`src/rtl/ezlogic_top.sv`:
```
`default_nettype none
// +----------------------------------------------------------------------------+
// | Module   : ezlogic_top                                                     |
// | Purpose  : Byte-stream obfuscation core. Each accepted byte is XOR-chained |
// |            with the previously accepted raw byte, rotated left by the low  |
// |            three bits of its stream index, then offset by the index.       |
// |            Two register stages: stage 1 captures the rotated byte and the |
// |            index, stage 2 (the output register) adds them. A byte sampled |
// |            on edge k is loaded into the output register on edge k+1, so a |
// |            consumer on the same clock captures it on edge k+2.            |
// | Revision : 1.0 - initial release                                           |
// +----------------------------------------------------------------------------+
module ezlogic_top #(
  parameter int unsigned IDX_W     = 8,
  parameter logic [7:0]  INIT_PREV = 8'h00
) (
  input  logic       clk,
  input  logic       rst_n,      // active-high asynchronous reset despite the name
  input  logic [7:0] data_in,
  input  logic       valid_in,
  output logic [7:0] data_out,
  output logic       valid_out
);

  // Chaining and index state
  logic [7:0]       prev_q;
  logic [7:0]       prev_d;
  logic [IDX_W-1:0] idx_q;
  logic [IDX_W-1:0] idx_d;

  // Stage-1 pipeline registers
  logic [7:0]       s1_rot_q;
  logic [7:0]       s1_idx_q;
  logic             s1_vld_q;

  // Stage-2 (output) registers
  logic [7:0]       dout_q;
  logic             vout_q;

  // Combinational transform terms
  logic [7:0]       idx8;       // index reduced mod 256 for the additive offset
  logic [2:0]       rot_amt;    // only the low three index bits steer the rotate
  logic [7:0]       chain_x;
  logic [7:0]       rot_r;

  // The offset always uses the index mod 256; narrower counters zero-extend.
  generate
    if (IDX_W >= 8) begin : g_idx_trunc
      assign idx8 = idx_q[7:0];
    end else begin : g_idx_ext
      assign idx8 = {{(8 - IDX_W){1'b0}}, idx_q};
    end
  endgenerate

  assign rot_amt = idx_q[2:0];
  assign chain_x = data_in ^ prev_q;

  // Rotate-left; a zero amount shifts the wrap-around term fully out.
  assign rot_r = (chain_x << rot_amt) | (chain_x >> (4'd8 - {1'b0, rot_amt}));

  // Next-state for chaining value and index: advance only on an accepted byte
  always_comb begin
    prev_d = prev_q;
    idx_d  = idx_q;
    if (valid_in) begin
      prev_d = data_in;             // chain on the raw byte, not the XOR result
      idx_d  = idx_q + IDX_W'(1);   // wraps naturally at 2^IDX_W
    end
  end

  // Chaining value and stream index registers
  always_ff @(posedge clk or posedge rst_n) begin
    if (rst_n) begin
      prev_q <= INIT_PREV;
      idx_q  <= '0;
    end else begin
      prev_q <= prev_d;
      idx_q  <= idx_d;
    end
  end

  // Stage 1: capture rotated byte and its index; data holds across bubbles
  always_ff @(posedge clk or posedge rst_n) begin
    if (rst_n) begin
      s1_rot_q <= 8'h00;
      s1_idx_q <= 8'h00;
      s1_vld_q <= 1'b0;
    end else begin
      s1_vld_q <= valid_in;
      if (valid_in) begin
        s1_rot_q <= rot_r;
        s1_idx_q <= idx8;
      end
    end
  end

  // Stage 2: add the index offset; output data holds its last value in bubbles
  always_ff @(posedge clk or posedge rst_n) begin
    if (rst_n) begin
      dout_q <= 8'h00;
      vout_q <= 1'b0;
    end else begin
      vout_q <= s1_vld_q;
      if (s1_vld_q) begin
        dout_q <= s1_rot_q + s1_idx_q;
      end
    end
  end

  assign data_out  = dout_q;
  assign valid_out = vout_q;

endmodule
`default_nettype wire

```
`config.mk`:
```
export PLATFORM = sky130hd
export DESIGN_NAME = ezlogic_top
export DESIGN_NICKNAME = d
export VERILOG_FILES = /design/src/rtl/ezlogic_top.sv
export SDC_FILE = /design/constraint.sdc
export NUM_CORES = 1
export LEC_CHECK = 0
export CAP_MARGIN = 25
export CORE_UTILIZATION = 52
export CTS_BUF_LIST = sky130_fd_sc_hd__clkbuf_16
export DETAILED_ROUTE_END_ITERATION = 16
export PLACE_DENSITY_LB_ADDON = 0.12
export SLEW_MARGIN = 25
export SYNTH_ARGS = -nofsm -noshare
export SYNTH_HDL_FRONTEND = slang
export SYNTH_SLANG_ARGS = --single-unit
```
`constraint.sdc`:
```
create_clock -name clk -period 2 [get_ports clk]
set_clock_uncertainty 0.1 [all_clocks]
set_input_delay 0.4 -clock clk [delete_from_list [all_inputs] [get_ports clk]]
set_output_delay 0.4 -clock clk [all_outputs]
set_load 0.05 [all_outputs]
```
After elaboration in Yosys (flattened, before gate mapping)
Index checks and enable logic that the tools add are counted.
{"block": "word_totals", "in_bits": 11, "regBits": 42}
{"block": "op_classes", "addsub": 3, "shifts": 2, "bitwise_logic": 2}
{"cell": "8-bit by 1-bit adder with 8-bit output (second input constant)", "count": 1}
{"cell": "8-bit adder", "count": 1}
{"cell": "8-bit OR", "count": 1}
{"cell": "8-bit by 3-bit left shift with 8-bit output", "count": 1}
{"cell": "8-bit by 4-bit right shift with 8-bit output", "count": 1}
{"cell": "8-bit bitwise XOR", "count": 1}
{"cell": "4-bit by 3-bit subtractor with 4-bit output (first input constant)", "count": 1}

Logic depth before layout (Yosys ltp)
{"block": "depth", "depth_word": 3, "ltp_mapped": 9, "depth_no_buf": 8}

Least setup slack after synthesis
No wires, ideal clock.
{"block": "synth_timing", "path_kind": "reg-to-reg", "start": "register idx_q[0], in the netlist idx8[0]", "end": "register s1_rot_q[3]", "setup_slack_ns": -0.048, "setup_ns": 0.121, "path_buffers": 2, "path_stages_with_launch": 9, "synth_period_minus_slack_ns": 2.048, "arrival_time_ns": 1.827, "path_cell_list": "dfrtp_1 -> inv_2 -> buf_2 -> ha_1 -> bufbuf_16 -> mux2_2 -> a32oi_1 -> o21ai_1 -> o22a_1"}
{"block": "synth_between", "elab_chain_cells": 3}
{"element": "start, declared", "line_no": "28", "rtl": "logic [IDX_W-1:0] idx_q;"}
{"element": "start signal, assigned", "line_no": "78", "rtl": "idx_q <= idx_d;"}
{"element": "4-bit by 3-bit subtractor with 4-bit output", "line_no": "59", "rtl": "assign rot_r = (chain_x << rot_amt) | (chain_x >> (4'd8 - {1'b0, rot_amt}));"}
{"element": "8-bit by 4-bit right shift with 8-bit output", "line_no": "59"}
{"element": "8-bit OR (*)", "line_no": "59"}
{"element": "end signal, assigned", "line_no": "91", "rtl": "s1_rot_q <= rot_r;"}
{"element": "end, declared", "line_no": "32", "rtl": "logic [7:0] s1_rot_q;"}
Mark *: on every way between the ends. The rest lies on a longest branch, timed or not.
A chain may end at the register's enable or synchronous reset.

Worst setup path in the final report
{"block": "layout_timing", "start": "register s1_idx_q[0]", "end": "register dout_q[6], in the netlist data_out[6]"}
{"block": "layout_between", "elab_chain_cells": 1}
{"element": "start, declared", "line_no": "33", "rtl": "logic [7:0] s1_idx_q;"}
{"element": "start signal, assigned", "line_no": "92", "rtl": "s1_idx_q <= idx8;"}
{"element": "8-bit adder", "line_no": "105", "rtl": "dout_q <= s1_rot_q + s1_idx_q;"}
{"element": "end signal, assigned", "line_no": "105"}
{"element": "end, declared", "line_no": "37", "rtl": "logic [7:0] dout_q;"}
No other way between the ends.

==> results.toml <==
[cells_and_area]
fin_area_mm2 = 0.00306
layout.area.seq_mm2 = 0.00105
fin_nets = 289
multi_input_area_mm2 = 0.00135
drive_above_1_share_pct = 27.5
fillers = 400
antenna_cells = 0
syn_to_final_growth_pct = 19.9

[logic_synthesis]
synthesis.nets = 252
synth.top_cells.by_area = "dfrtp_1, mux2_2, xnor2_1"
synth_common_cells = "dfrtp_1, mux2_2, nand2_1, a21oi_1, xnor2_1"
synth_cell_types = 51
syn_avg_cell_area_um2 = 11.0
ys_warn_count = 0
synth_mux_area_share_pct = 17.2
synth-xor-area-share_pct = 7.21
synth_compound_area_share_pct = 12.5
synth_area_leader_cell = "dfrtp_1"
syn_area_mm2 = 0.00255
synthFlopType = "dfrtp_1"
async_flop_share_pct = 100
synth_top_family_by_area = "multiplexers"
synth_cells = 231
synth_most_common_cell = "dfrtp_1"
yosysSeqAreaShare_pct = 41.2
synth-simple-area-share_pct = 9.75
ys_ff_latch = 42
synth_top_cell_area_share_pct = 41.2
synth_edf_count = 0
synthAdderAreaFrac_pct = 5.20

[global_routing]
grt_pass1_wl_um = 8160
grt_pass1_vias = 1742
overflow = 0
antenna_found_initial = 0
groute.usage.overall_pct = 20.7
grt_max_degree = 41

[timing]
rsz0062_at_grt = "true"
finalMaxSlewViolations = 0
setup-violations-final = 0
max_freq_mhz = 510
tightest_slew_ps = 502
finalSetupTns_ps = 0
finalCritPeriodShare_pct = 98.0
fin_crit_ps = 1960
finalHoldViolCount = 0
maxSlewHeadroom_pct = 66.3

[place]
placed_cell_area_mm2 = 0.00287
routabilityCongestion = 0.836
dp_hpwl_um = 3520
port_buffers = 19

[critical_path]
cp-end-kind = "flip-flop"
arrival_ps = 2030
cp-start-kind = "flip-flop"
crit_chain = "ha_2, inv_2, fa_2, nor2b_1, o21ai_1, a21boi_1, nor3_1, or3b_1"
slowest_delay_ps = 380
cp_slowest_cell = "or3b_1"
critical_path_class = "reg2reg"
cp_max_fo = 2
crit_required_ps = 2070

[clock_tree]
cts.sinks = 42
h-tree-depth = 2
cts_root_buf = "clkbuf_16"
clkTransAtPathRegs_ps = 60
insertion_delay_ps = 290
numCtsBuffers = 5
clockBufferDepth = 2
cts_tree = "yes"

[hold_path]
holdCritPathClass = "in2async"

[power]
leakagePower_uw = 0.00132
peakVddDrop_mv = 0.740
power_density_mw_per_mm2 = 1770

[route]
ant_nets = 0
vias = 1798
avgRoutedWirePerCell_um = 14.1
dr.pass1.iters = 4
drt_wl_total_um = 4730
vias_per_cell = 5.35
drc = 0
first_iter_violations = 115

[run_status]
outcome = "finished clean"

[floorplanning]
core_mm2 = 0.00472
die_h_um = 72.1
fp.dieArea_mm2 = 0.00519
initial_core_util_pct = 54.0
io_pins = 20
dieWidth_um = 72.1
rows = 25

[run]
drv_cap = 0
[cell type report]
cell class,instances,share of cell area (%)
Inverter,10,1.31
Clock buffer,5,4.09
Tap cell,67,2.74
Sequential cell,42,34.4
Clock inverter,3,0.573
Multi-Input combinational cell,166,44.2
Timing Repair Buffer,43,12.8
[per-stage QoR]
step,instances,utilization (%),worst slack [ps],total power (µW),hold slack [ps]
2_1_floorplan,231,-,19.8,3830,330
3_3_place_gp,325,60.7,-185,4480,357
3_5_place_dp,325,60.7,-214,4540,363
4_1_cts,336,64.3,-31.3,5430,290
5_1_grt,336,64.8,-79.7,5840,310
6_report,336,64.8,39.1,5410,284
[layer usage]
layer	vias to the layer above	global-route usage (%)	wire length, µm
met5	-	0	0
met4	0	7.19	80
met3	7	5.28	174
met2	37	34.2	2300
met1	849	26.6	2170
li1	905	-	-
[path summary, 6_finish.rpt]
kind,from,to,slack [ps],cells after the start
setup reg to reg,s1_idx_q[0],data_out[6],40,8
hold reg to reg,idx8[7],idx8[7],370,1
hold / removal,rst_n,idx8[0],280,2
max in group asynchronous,rst_n,data_out[1],1000,3
setup / recovery,s1_idx_q[0],data_out[6],40,8
min in group clk,idx8[7],idx8[7],370,1
[placed cells by master, fill, tap and decap left out, types with 4 or more instances in the layout]
cell type	synthesis	routed
nand2_1	21	21
o22ai_1	4	4
nor3_1	5	5
o21ai_1	4	4
mux2_2	24	24
dfrtp_1	42	42
nand3_1	5	5
inv_1	7	6
buf_4	0	24
xnor2_1	16	14
a21oi_1	17	17
clkbuf_16	0	5
clkdlybuf4s50_1	0	17
mux4_2	5	5
xor2_1	5	5
ha_1	9	7
nor2_1	13	13
[flip-flops by register name, summed over array words and instances (netlist names)]
| name | cells |
|---|---|
| prev_q | 8 |
| valid_out | 1 |
| s1_idx_q | 8 |
| data_out | 8 |
| idx8 | 8 |
| s1_rot_q | 8 |
| s1_vld_q | 1 |
[power by group]
part / switching [µW] / internal (µW)
logic: 1650 / 1580
clock network: 332 / 458
registers: 228 / 1170
total: 2210 / 3200
[kinds of logic (layout without fill, tap and decap cells)]
group,count (synthesis),count (layout)
fa+ha+maj,10,10
mux,33,33
flops,42,42
xor+xnor,21,21
buf+inv,23,61
simple gates,54,54
compound gates,48,48
[worst max-delay path, delay by kind of cell (launching register included)]
kind	cells	cell delay, ps
adders and majority gates	2	530
AOI/OAI and AO/OA	2	280
buffers and inverters	1	40
and+or+nand+nor	3	550
DFF	1	350
[repair_timing]
action / CTS / global route
buffers inserted: 3 / 0
resized for setup: 4 / 4
hold buffers: 0 / 0
endpoints found under the setup margin: 1 / 6
pin swaps: 3 / 6
Power figures use the tool's default switching activity.
